## src/rtl/if_fetch.sv

```systemverilog
// Instruction fetch stage: reads each 64-bit instruction as two 32-bit words and presents it to decode.
// Defining IF_ACK_TIMEOUT_EN adds an ack watchdog that parks the stage in IDLE and raises fetch_err_o.
module if_fetch #(
  parameter logic [31:0] PC_RESET    = 32'h0000_0000,
  parameter int          TIMEOUT_CYC = 16
) (
  input  logic        clk,
  input  logic        rst,
  input  logic        stall_i,
  input  logic        flush_i,
  input  logic        branch_flag_i,
  input  logic [31:0] branch_target_i,
  output logic        imem_req_o,
  output logic [31:0] imem_addr_o,
  input  logic [31:0] imem_rdata_i,
  input  logic        imem_ack_i,
  output logic [31:0] id_pc_o,
  output logic [63:0] id_inst_o,
  output logic        id_valid_o,
  output logic        fetch_err_o
);

  typedef enum logic [1:0] {
    IDLE     = 2'd0,
    FETCH_LO = 2'd1,
    FETCH_HI = 2'd2,
    HOLD     = 2'd3
  } state_e;

  state_e      state_q, state_d;
  logic [31:0] pc_q, pc_d;
  logic [31:0] lo_q, lo_d;
  logic [31:0] hold_pc_q, hold_pc_d;
  logic [63:0] hold_inst_q, hold_inst_d;
  logic [31:0] id_pc_q, id_pc_d;
  logic [63:0] id_inst_q, id_inst_d;
  logic        id_valid_q, id_valid_d;

  logic        fetch_s;
  logic        redirect_s;
  logic        slot_free_s;
  logic        timeout_s;
  logic        load_s;
  logic [31:0] load_pc_s;
  logic [63:0] load_inst_s;

  if (TIMEOUT_CYC < 1) begin : g_bad_timeout
    $error("if_fetch: TIMEOUT_CYC must be at least 1");
  end

  assign fetch_s     = (state_q == FETCH_LO) || (state_q == FETCH_HI);
  assign redirect_s  = flush_i || branch_flag_i;
  assign slot_free_s = !id_valid_q || !stall_i;

  // Gating with rst drops the request the instant reset asserts, abandoning any outstanding fetch.
  assign imem_req_o  = rst && fetch_s;
  assign imem_addr_o = (state_q == FETCH_HI) ? (pc_q + 32'd4) : pc_q;

  assign id_pc_o     = id_pc_q;
  assign id_inst_o   = id_inst_q;
  assign id_valid_o  = id_valid_q;

`ifdef IF_ACK_TIMEOUT_EN
  localparam int WD_W = $clog2(TIMEOUT_CYC + 1);

  logic [WD_W-1:0] wdog_q, wdog_d, wdog_inc_s;
  logic            err_q, err_d;

  assign wdog_inc_s  = wdog_q + WD_W'(1);
  assign fetch_err_o = err_q;

  // Watchdog: counts consecutive unacked request cycles; any gap or ack restarts it.
  always_comb begin
    wdog_d    = {WD_W{1'b0}};
    timeout_s = 1'b0;
    if (redirect_s) begin
      wdog_d = {WD_W{1'b0}};
    end else if (fetch_s && !imem_ack_i) begin
      if (wdog_inc_s == WD_W'(TIMEOUT_CYC)) begin
        timeout_s = 1'b1;
        wdog_d    = {WD_W{1'b0}};
      end else begin
        wdog_d = wdog_inc_s;
      end
    end else begin
      wdog_d = {WD_W{1'b0}};
    end
  end

  // Sticky error flag, cleared only by flush.
  always_comb begin
    err_d = err_q;
    if (flush_i) begin
      err_d = 1'b0;
    end else if (timeout_s) begin
      err_d = 1'b1;
    end else begin
      err_d = err_q;
    end
  end

  // Watchdog and error registers.
  always_ff @(posedge clk or negedge rst) begin
    if (!rst) begin
      wdog_q <= {WD_W{1'b0}};
      err_q  <= 1'b0;
    end else begin
      wdog_q <= wdog_d;
      err_q  <= err_d;
    end
  end
`else
  assign timeout_s   = 1'b0;
  assign fetch_err_o = 1'b0;
`endif

  // Next-state, PC, word assembly, hold buffer and decode-slot update.
  always_comb begin
    state_d     = state_q;
    pc_d        = pc_q;
    lo_d        = lo_q;
    hold_pc_d   = hold_pc_q;
    hold_inst_d = hold_inst_q;
    id_pc_d     = id_pc_q;
    id_inst_d   = id_inst_q;
    id_valid_d  = id_valid_q;
    load_s      = 1'b0;
    load_pc_s   = pc_q;
    load_inst_s = {lo_q, imem_rdata_i};

    if (redirect_s) begin
      // Any ack arriving with a redirect belongs to the abandoned stream and is dropped.
      state_d     = FETCH_LO;
      pc_d        = branch_target_i;
      lo_d        = 32'h0000_0000;
      hold_pc_d   = 32'h0000_0000;
      hold_inst_d = 64'h0000_0000_0000_0000;
      if (flush_i) begin
        id_valid_d = 1'b0;
        id_inst_d  = 64'h0000_0000_0000_0000;
      end else begin
        id_valid_d = id_valid_q;
        id_inst_d  = id_inst_q;
      end
    end else begin
      case (state_q)
        FETCH_LO: begin
          if (imem_ack_i) begin
            lo_d    = imem_rdata_i;
            state_d = FETCH_HI;
          end else begin
            state_d = FETCH_LO;
          end
        end
        FETCH_HI: begin
          if (imem_ack_i) begin
            if (slot_free_s) begin
              load_s  = 1'b1;
              pc_d    = pc_q + 32'd8;
              state_d = FETCH_LO;
            end else begin
              hold_inst_d = {lo_q, imem_rdata_i};
              hold_pc_d   = pc_q;
              state_d     = HOLD;
            end
          end else begin
            state_d = FETCH_HI;
          end
        end
        HOLD: begin
          if (!stall_i) begin
            load_s      = 1'b1;
            load_pc_s   = hold_pc_q;
            load_inst_s = hold_inst_q;
            pc_d        = hold_pc_q + 32'd8;
            state_d     = FETCH_LO;
          end else begin
            state_d = HOLD;
          end
        end
        IDLE: begin
          state_d = IDLE;
        end
        default: begin
          state_d = FETCH_LO;
        end
      endcase

      if (timeout_s) begin
        state_d = IDLE;
      end else begin
        state_d = state_d;
      end

      // An unstalled edge without a new load consumes the slot and leaves an all-zero bubble.
      if (load_s) begin
        id_pc_d    = load_pc_s;
        id_inst_d  = load_inst_s;
        id_valid_d = 1'b1;
      end else if (!stall_i) begin
        id_valid_d = 1'b0;
        id_inst_d  = 64'h0000_0000_0000_0000;
      end else begin
        id_valid_d = id_valid_q;
        id_inst_d  = id_inst_q;
      end
    end
  end

  // State, PC, assembly and decode-slot registers.
  always_ff @(posedge clk or negedge rst) begin
    if (!rst) begin
      state_q     <= FETCH_LO;
      pc_q        <= PC_RESET;
      lo_q        <= 32'h0000_0000;
      hold_pc_q   <= 32'h0000_0000;
      hold_inst_q <= 64'h0000_0000_0000_0000;
      id_pc_q     <= 32'h0000_0000;
      id_inst_q   <= 64'h0000_0000_0000_0000;
      id_valid_q  <= 1'b0;
    end else begin
      state_q     <= state_d;
      pc_q        <= pc_d;
      lo_q        <= lo_d;
      hold_pc_q   <= hold_pc_d;
      hold_inst_q <= hold_inst_d;
      id_pc_q     <= id_pc_d;
      id_inst_q   <= id_inst_d;
      id_valid_q  <= id_valid_d;
    end
  end

endmodule

```

## config.mk

```make
export PLATFORM = sky130hd
export DESIGN_NAME = if_fetch
export DESIGN_NICKNAME = d
export VERILOG_FILES = /design/src/rtl/if_fetch.sv
export SDC_FILE = /design/constraint.sdc
export NUM_CORES = 1
export LEC_CHECK = 0
export CORE_MARGIN = 3
export CORE_UTILIZATION = 40
export CTS_CLUSTER_SIZE = 40
export DETAILED_ROUTE_END_ITERATION = 12
export SLEW_MARGIN = 30
export SYNTH_ARGS = -nofsm -noshare
export SYNTH_HDL_FRONTEND = slang
export SYNTH_SLANG_ARGS = --single-unit
```

## constraint.sdc

```tcl
create_clock -name clk -period 2.7 [get_ports clk]
set_input_delay 0.675 -clock clk [delete_from_list [all_inputs] [get_ports clk]]
set_output_delay 0.675 -clock clk [all_outputs]
set_load 0.005 [all_outputs]
```

# --- Yosys cells after proc, flatten, opt, wreduce, memory -nomap -nowiden ---
# Index checks and enable logic that the tools add are counted.
totals:
  output_inout_bits: 131
  ff_bits: 259
  in_bits: 70
  elab_cells: 77
classes:
  reduce_logical: 16
  addsub: 3
  eq_ne: 9
  n_mux: 40
  bitwise: 1
op_table:
  columns: ["cell", "n"]
  rows:
  - ["$mux 64", 10]
  - ["$mux 32", 14]
  - ["$add 32x4->32 const B", 2]
  - ["$pmux 32 s2", 1]
  - ["$add 32x3->32 const B", 1]
  - ["$mux 2", 5]
  - ["$ne 3x3->1 const B", 3]
  - ["$mux 1", 8]
  - ["$pmux 2 s4", 1]
  - ["$reduce_and 2->1", 3]
  - ["$reduce_bool 2->1", 3]
  - ["$eq 2x2->1 const B", 2]
  - ["$ne 2x2->1 const B", 2]
  - ["$reduce_and 4->1", 1]
  - ["$logic_or 1x1->1", 3]
  - ["$ne 3x1->1 const B", 1]
  - ["$reduce_and 3->1", 1]
  - ["$reduce_bool 3->1", 1]
  - ["$eq 2x1->1 const B", 1]
  - ["$logic_not 1->1", 2]
  - ["$logic_not 2->1", 1]
  - ["$pmux 1 s2", 1]
  - ["$logic_and 1x1->1", 1]
  - ["$not 1->1", 1]

# --- Longest topological paths before layout ---
# Gate-level depths: netlist of the first run.
logic_depth:
  depth_word: 8
  depth_mapped: 13
  mapped_depth_nobuf: 9

# --- Worst setup path after synthesis of the first run ---
# No wires, ideal clock.
synth_path:
  kind: "register to register"
  start: "register state_q[0]"
  end: "register pc_q[11]"
  setup_ns: 0.136
  arrival_ns: 2.725
  path_slack_ns: -0.161
  stages_incl_launch_ff: 14
  path_cell_list: "dfstp_2 -> ha_1 -> buf_2 -> buf_4 -> buf_4 -> buf_2 -> mux2_2 -> ha_1 -> inv_1 -> a211oi_4 -> and2_1 -> xor2_1 -> o21ai_1 -> a21oi_1"
synth_via:
  elab_chain_cells: 3
  elab_cells_between_ends: 9
synth_rtl:
  columns: ["item", "line_no", "source"]
  rows:
  - ["from (decl)", "30", "state_e state_q, state_d;"]
  - ["from (signal assigned)", "222", "state_q <= state_d;"]
  - ["$eq 2x2->1", "146", "case (state_q)"]
  - ["$ne 3x3->1 (no source line) (tied with other cells)", null, null]
  - ["$reduce_and 4->1 (no source line) / $mux 32 (equally long branches)", null, null]
  - ["to (signal assigned)", "223", "pc_q <= pc_d;"]
  - ["to (decl)", "31", "logic [31:0] pc_q, pc_d;"]
# Parallel ways exist; a longest one is shown, timed or not.
# A chain may end at the register's enable or synchronous reset.

# --- Worst setup path in the final report of the first run ---
layout_path:
  start: "register state_q[0]"
  end: "output imem_addr_o[26]"
layout_via:
  elab_chain_cells: 2
layout_rtl:
  columns: ["item", "line_no", "source"]
  rows:
  - ["$eq 2x2->1", "57", "assign imem_addr_o = (state_q == FETCH_HI) ? (pc_q + 32'd4) : pc_q;"]
  - ["$mux 32", "57", null]
  - ["to (decl)", "14", "output logic [31:0] imem_addr_o,"]
# No other way between the ends.

==> results of run 1 <==
==> flip-flops by register name (all words and copies together), names as in the netlist <==
| name | count |
|---|---|
| hold_inst_q | 64 |
| id_inst_o | 64 |
| hold_pc_q | 32 |
| id_pc_o | 32 |
| lo_q | 32 |
| pc_q | 32 |
| state_q | 2 |
| id_valid_o | 1 |
==> power breakdown <==
part / internal (mW) / leakage [nW] / total (mW) / switching, mW
clock network: 2.27 / 0.473 / 3.91 / 1.64
registers: 4.06 / 3.50 / 4.17 / 0.114
logic: 0.633 / 2.99 / 1.32 / 0.692
==> per-layer routing <==
| layer | part of all wire [%] | up-vias |
|---|---|---|
| li1 | - | 5283 |
| met1 | 46 | 5333 |
| met2 | 46 | 348 |
| met3 | 6.2 | 57 |
| met4 | 1.7 | 2 |
| met5 | 0.052 | - |
==> area by class of cell <==
type	instances	area share (%)
clock buffer	47	5.20
clock inverter	8	0.342
inverter	10	0.218
multi-input combinational	1047	36.4
sequential	259	37.7
tap	435	3.16
timing repair buffer	301	17.0
==> critical path: stages (launching register included) <==
cell and delay (ps):
sky130_fd_sc_hd__dfstp_2 370, sky130_fd_sc_hd__inv_2 80, sky130_fd_sc_hd__ha_4 190, sky130_fd_sc_hd__nand4_4 110
sky130_fd_sc_hd__nor3_4 260, sky130_fd_sc_hd__nand3_2 120, sky130_fd_sc_hd__or2_4 300, sky130_fd_sc_hd__buf_6 150
sky130_fd_sc_hd__nor3_4 120, sky130_fd_sc_hd__xor2_1 160, sky130_fd_sc_hd__buf_2 130
==> cells by family after synthesis <==
family | after synthesis | synth area share (%)
buf+inv | 132 | 4.52
other cells | 1 | 0.0288
mux | 121 | 9.39
compound gates | 328 | 13.9
flops | 259 | 49.8
simple gates | 539 | 18.3
fa+ha+maj | 5 | 0.481
xor+xnor | 53 | 3.57
==> final timing paths <==
| path | startpoint | end | slack (ps) | depth (start not counted) |
|---|---|---|---|---|
| max | state_q[0] | imem_addr_o[26] | -510 | 10 |
| min | rst | id_inst_o[61] | 190 | 2 |
| max reg2reg | state_q[0] | pc_q[31] | 110 | 9 |
| min reg2reg | id_pc_o[9] | id_pc_o[9] | 480 | 2 |
| max in group asynchronous | rst | id_inst_o[4] | 1760 | 2 |
| min in group clk | id_pc_o[9] | id_pc_o[9] | 480 | 2 |
==> what timing repair did <==
item,CTS,global route
setup buffers,8,5
pin swaps,22,24
resized for setup,124,40
endpoints found under the setup margin,31,32
==> cell usage in the layout (no fill, tap or decap), types with 7 or more instances in the layout <==
master / instances
sky130_fd_sc_hd__o21ai_1: 17
sky130_fd_sc_hd__clkbuf_16: 30
sky130_fd_sc_hd__and3_1: 12
sky130_fd_sc_hd__xnor2_1: 22
sky130_fd_sc_hd__a21oi_1: 128
sky130_fd_sc_hd__buf_2: 25
sky130_fd_sc_hd__nand3_1: 21
sky130_fd_sc_hd__o21ai_0: 143
sky130_fd_sc_hd__o22ai_1: 7
sky130_fd_sc_hd__nor2_1: 26
sky130_fd_sc_hd__nand2_1: 402
sky130_fd_sc_hd__nand4_1: 11
sky130_fd_sc_hd__dfrtp_1: 258
sky130_fd_sc_hd__buf_6: 11
sky130_fd_sc_hd__mux2i_1: 113
sky130_fd_sc_hd__clkbuf_1: 9
sky130_fd_sc_hd__buf_12: 19
sky130_fd_sc_hd__xor2_1: 24
sky130_fd_sc_hd__clkbuf_8: 8
sky130_fd_sc_hd__inv_1: 8
sky130_fd_sc_hd__nor3_1: 7
sky130_fd_sc_hd__clkdlybuf4s50_1: 167
sky130_fd_sc_hd__buf_4: 73
==> results.md, run 1 <==
Outcome:
- The flow ran to the end, but the final reports show violations.
- The final reports fail on setup timing.

Timing:
- Between clock sinks in the finished design, the worst skew comes to 12.3 ps.
- The final period demand of the worst path is 3210 ps.
- The final-layout worst hold slack is 186 ps.
- Measured against its own limit, the worst slew margin works out to 40.6%.
- The final worst-path cycle share is 119%.
- The final count of hold timing violations is 0.
- The actual transition at the worst max-transition pin is 891 ps.
- The final worst-path setup slack is -513 ps.
- The setup TNS is -7470 ps.
- Static timing analysis puts the maximum clock frequency at 0.311 GHz.
- The final count of pins violating max slew is 0.
- The final count of negative-setup-slack endpoints is 27.
- Setup repair after global routing could not meet its margin everywhere.

Global routing:
- The wire length of the first global-routing pass is 61700 um.
- The number of antenna violations at the first check in global routing is 1.
- The met2 track utilization from global routing is 33.6%.
- The via count of the first global-routing pass is 11000.
- The global route total overflow is 0.
- Global routing consumed, on the met3 layer, 3.48% of the routing resources.
- Entering global routing, the biggest net connects 159 pins.
- Across every metal layer, demand over resource in global routing totals 21.4%.
- The routing usage on met1 is 31.6%.
- The global routing stage identified its most utilized layer as met2.

Routing:
- The overall via count from detail_route is 11000.
- In the routed design, unresolved DRC markers number 0.
- The detailed router finished its first iteration with 988 violations.
- The total iterations of the first detailed-routing run is 5.
- For this block, the routed nets add up to 38300 um of wire.
- The count of nets left with antenna violations once routing finished came out at 0.
- After detailed routing, the average wire length per cell comes to 18.2 um.
- The per-cell via count in the routed design is 5.23.

Placement:
- The total placed cells including tap cells is 2040.
- The congestion estimate from routability-driven global placement came to 0.891.
- The area of placed instances is 16000 sq um.
- During placement, the flow inserted port buffers numbering 199.
- The worst-case setup slack after placement is -489 ps.
- The detailed placer's ending HPWL is 25400 um.

Yosys:
- The area of the mapped netlist is 13000 sq um.
- By instance count, the leading cell after synthesis is sky130_fd_sc_hd__nand2_1.
- The synthesized design spends more area on one cell type than any other, namely sky130_fd_sc_hd__dfrtp_1.
- After synthesis the netlist holds a flip-flop and latch count of 259.
- The number of different library cells in the post-synthesis netlist is 69.
- The proportion of synthesized chip area in sequential cells is 49.8%.
- The share of synthesized area in the top cell type comes to 49.6%.
- The number of synthesis warnings is 0.
- Sorting the synthesized cells by how often they occur yields sky130_fd_sc_hd__nand2_1, sky130_fd_sc_hd__dfrtp_1, sky130_fd_sc_hd__o21ai_0.
- The number of flops mapped to enable cells by yosys is 0.
- When the netlist entered floorplanning its net count stood at 1513.
- In the post-synthesis netlist, the biggest area contributors are sky130_fd_sc_hd__dfrtp_1, sky130_fd_sc_hd__nand2_1, sky130_fd_sc_hd__mux2i_1.
- Of all flip-flops after synthesis, the portion carrying an async set or reset was 100%.
- For this run, the leading register cell type out of synthesis is sky130_fd_sc_hd__dfrtp_1.
- Synthesis produced 1438 cells.
- The average instance area after synthesis is 9.05 sq um.

CTS:
- TritonCTS built the clock tree.
- The number of clock sinks is 259.
- The longest clock path from root to sink contains 3 buffers.
- The tree is rooted in a sky130_fd_sc_hd__clkbuf_16.
- In this run the number of H-tree levels came out at 1.
- For this design, the CTS-stage hold fixing added 0 buffers.
- Clock-pin slew was measured on the worst setup and hold paths at 60 ps.
- The number of clock buffers inserted by TritonCTS is 30.
- Clock latency on the worst-skew pair, taken at its later pin, is 560 ps.

Floorplan:
- The die is 186 um tall.
- The core region area is 31800 sq um.
- The total I/O pin count is 201.
- The initial core utilization is 40.9%.
- The die covers 34700 sq um.
- The overall die width is 186 um.
- The floorplan has 65 rows.

Worst setup path:
- The critical path in this run is classified as reg2out.
- For the worst setup path, the data arrival time is 2540 ps.
- The required time of the critical path is 2030 ps.
- The worst setup path is captured at a primary output.
- Of all nets on the critical path, the largest fanout is 3.
- The critical path startpoint category is a flip-flop.

Finish:
- The area overhead of the layout relative to synthesis is 32.2%.
- After the last flow step, the layout net total stands at 1724.
- Summing all multi-input logic gate instances after layout gives 6260 sq um.
- The total inserted antenna cells is 0.
- The fraction of final layout cells sized beyond drive strength 1 is 14.6%.
- The area occupied by registers is 6480 sq um.
- The count of non-filler cells in the finished layout is 2107.
- Counting the fill cells in the layout gives 2858.
- With fillers left out, the area of the finished cells amounts to 17200 sq um.
- Once layout is complete, the utilization of the core stands at 54.1%.

Power:
- The power per standard cell area is 547 nW/um^2.
- For this design the static power due to leakage is 6.97 nW.
- The overall power is 9.40 mW.
- The maximum vdd ir drop is 0.497 mV.

Run:
- The number of violations of the max-capacitance limit is 0.

Hold path:
- The class of the worst hold path is in2async.
Power figures use the tool's default switching activity.
==> run 2, diff against run 1 <==
--- a/config.mk
+++ b/config.mk
@@ -9,6 +9,7 @@
 export CORE_UTILIZATION = 40
 export CTS_CLUSTER_SIZE = 40
 export DETAILED_ROUTE_END_ITERATION = 12
+export PLACE_DENSITY = 0.68
 export SLEW_MARGIN = 30
 export SYNTH_ARGS = -nofsm -noshare
 export SYNTH_HDL_FRONTEND = slang
==> results.md, run 2 (synthesis gave the netlist of run 1 again) <==
Placement:
- The count of input and output buffers is 199 (unchanged).
- The area of placed instances is 16000 sq um (+0.31%).
- The global placer's final weighted congestion is 0.871 (-2.2%).
- The detailed placer's ending HPWL came to 25100 um (-1.2%).

Power:
- The cell leakage power is 6.98 nW (+0.24%).
- The maximum vdd ir drop was 0.585 mV (+18%).
- The power per standard cell area was 546 nW/um^2 (about the same).

Worst setup path:
- The required time of the critical path is 2030 ps (about the same).
- The worst-path maximum fanout is 3 (unchanged).
- The start-to-end type of the worst setup path is reg2out.
- The type of element capturing the critical path is a primary output.
- The arrival time at the worst endpoint was 2590 ps (+50 ps).
- The cell type of the slowest stage on the worst timing path is sky130_fd_sc_hd__dfstp_2.
- The cell that appears most often on the critical path is sky130_fd_sc_hd__nor3_4.
- The critical path startpoint category is a flip-flop.
- The signal on the critical path passes through inv_2 > ha_4 > nand4_4 > nor3_4 > nand3_2 > or2_4 > buf_6 > nor3_4 > xnor2_1 > buf_2.
- The delay of the slowest critical-path stage is 370 ps (about the same).

Finish:
- The total of fill cells in the finished design came to 2807 (-1.8%).
- The fraction of final layout cells sized beyond drive strength 1 is 15.4% (+0.82 points).
- The area occupied by registers came to 6480 sq um (about the same).
- The area taken by multi-input logic gates is 6260 sq um (about the same).
- The top cell types in the final layout, fill and taps aside, are sky130_fd_sc_hd__nand2_1, sky130_fd_sc_hd__dfrtp_1, sky130_fd_sc_hd__clkdlybuf4s50_1, sky130_fd_sc_hd__o21ai_0, sky130_fd_sc_hd__a21oi_1.
- The number of nets at the end of the flow is 1729 (+0.29%).
- The area overhead of the layout relative to synthesis is 32.8%.
- The cell area after layout is 17300 sq um (+0.47%).
- Leaving out fill and tap cells, the most frequent cell in the layout is sky130_fd_sc_hd__nand2_1.

CTS:
- The level count of the clock H-tree is 1 (unchanged).
- The maximum count of clock buffers along a single path is 3 (unchanged).
- The number of clock sinks is 259 (unchanged).
- TritonCTS built the clock tree.
- The clock insertion delay at the later pin of the skew report is 550 ps (about the same).
- The number of clock buffers inserted by TritonCTS is 28 (-6.7%).
- The hold buffer count at cts is 0 (unchanged).
- The clock root buffer is sky130_fd_sc_hd__clkbuf_16.
- The clock transition at the registers of the reported paths is 60 ps (about the same).

Outcome:
- The run finished, with violations left.
- The checks that failed: setup timing.

Timing:
- The final count of hold timing violations is 0 (unchanged).
- The final count of negative-setup-slack endpoints is 24 (-11%).
- The worst clock skew came to 12.9 ps (+0.603 ps).
- The final-layout worst hold slack is 184 ps (-1.92 ps).
- The final count of pins violating max slew came to 0 (unchanged).
- The relative slew slack was 41.0% (+0.48 points).
- The final worst-path setup slack is -564 ps (-51.5 ps).
- Setup repair after global routing could not meet its margin everywhere.
- The final period demand of the worst path is 3260 ps (+51.5 ps).
- The actual transition at the worst max-transition pin came to 884 ps (-7.14 ps).
- The final worst-path cycle share was 121% (+1.9 points).
- The maximum clock rate is 0.306 GHz (-1.6%).

Routing:
- The remaining routing DRC violations is 0 (unchanged).
- The number of violations reported at the end of detailed-routing iteration 0 is 919 (-7.0%).
- The total iterations of the first detailed-routing run is 5 (unchanged).
- The detail-routed net length per standard cell is 18.2 um (about the same).
- The antenna violation net count after detailed routing was 0 (unchanged).
- The per-cell via count in the routed design is 5.32 (+1.7%).
- The overall via count from detail_route is 11200 (+1.8%).
- The total length of routed wires is 38300 um (+0.17%).

Global routing:
- The met2 track utilization from global routing is 33.3% (-0.28 points).
- The met3 usage in global routing came to 3.55% (+0.075 points).
- The combined global-route utilization of all metal layers came to 21.2% (-0.16 points).
- The maximum number of pins on one net before global-route repair is 137 (-14%).
- The global route total overflow was 0 (unchanged).
- The wire length of the first global-routing pass is 61300 um (-0.54%).
- The via count of the first global-routing pass is 11000 (-0.064%).
- met2 is the most crowded layer.
- The routing usage on met1 is 30.6% (-1.0 points).
- The number of antenna violations at the first check in global routing came to 2 (+1).

Floorplan:
- The row count came to 65 (unchanged).
- The total I/O pin count is 201 (unchanged).
- The die extent in y is 186 um (unchanged).
- The initial core utilization was 40.9% (unchanged).
- The core region area was 31800 sq um (unchanged).
- The overall die width was 186 um (unchanged).
- The floorplan die area is 34700 sq um (unchanged).

Run:
- The number of violations of the max-capacitance limit is 0 (unchanged).

Hold path:
- The worst hold path belongs to the class in2async.
[run 2: cell count changes in the layout (fill, tap and decap cells not counted), moves of 2 or more]
cell | before | now
sky130_fd_sc_hd__buf_12 | 19 | 24
sky130_fd_sc_hd__buf_2 | 25 | 27
sky130_fd_sc_hd__buf_4 | 73 | 75
sky130_fd_sc_hd__bufinv_16 | 0 | 3
sky130_fd_sc_hd__clkbuf_1 | 9 | 4
sky130_fd_sc_hd__clkbuf_16 | 30 | 28
sky130_fd_sc_hd__clkbuf_8 | 8 | 5
sky130_fd_sc_hd__clkinv_2 | 5 | 8
sky130_fd_sc_hd__dlymetal6s2s_1 | 3 | 1
sky130_fd_sc_hd__nand2_1 | 402 | 400
sky130_fd_sc_hd__nand2_2 | 2 | 5
[run 2: layout make-up]
cell class	count	share of cell area [%]
Sequential cell	259	37.5
Multi-Input combinational cell	1048	36.3
Timing Repair Buffer	307	17.4
Clock buffer	37	4.54
Tap cell	435	3.15
Clock inverter	13	0.891
Inverter	10	0.217
Antenna cell	1	0.0145
[run 2: per-layer routing]
layer | up-vias | wire length [um] | share of wire, %
met5 | - | 13 | 0.034
met4 | 2 | 946 | 2.5
met3 | 60 | 2400 | 6.3
met2 | 335 | 17700 | 46
met1 | 5532 | 17300 | 45
li1 | 5295 | - | -
[run 2: critical path, delay by kind of cell, from the launching register on]
kind | cells | cell delay (ps)
adders and majority gates | 1 | 180
buffers and inverters | 3 | 360
xor gates and xnor gates | 1 | 140
DFF | 1 | 370
and+or+nand+nor | 5 | 990
[run 2: final timing paths]
check	start	endpoint	slack, ps	cells past startpoint
max in group asynchronous	rst	hold_pc_q[26]	1820	2
hold / removal	rst	hold_inst_q[53]	180	2
setup reg to reg	state_q[0]	pc_q[30]	50	11
setup / recovery	state_q[0]	imem_addr_o[30]	-560	10
min in group clk	id_inst_o[14]	id_inst_o[14]	480	2
hold reg to reg	id_inst_o[14]	id_inst_o[14]	480	2
[run 2: power breakdown]
group          total, mW  switching, mW  internal (mW)
Sequential          4.17          0.114           4.06
Combinational       1.35          0.694          0.656
Clock               3.92           1.60           2.32
Total               9.44           2.40           7.04
[run 2: repair_timing]
item | 4_1_cts | 5_1_grt
pin swaps | 29 | 28
endpoints found under the setup margin | 31 | 81
setup buffers | 10 | 16
cloned | 0 | 1
resized for setup | 150 | 29
[run 2: through the flow]
step                power [mW]  setup TNS [ps]  util [%]  setup slack (ps)  instances
global route              9.83           -8940      54.3              -642       2110
detailed placement        5.58           -7120      50.4              -559       2040
global placement          5.57           -5600      50.4              -560       2040
floorplan                 4.80               0         -              21.6       1438
CTS                       9.50           -7720      53.7              -617       2099
finish                    9.44           -6940      54.3              -564       2110
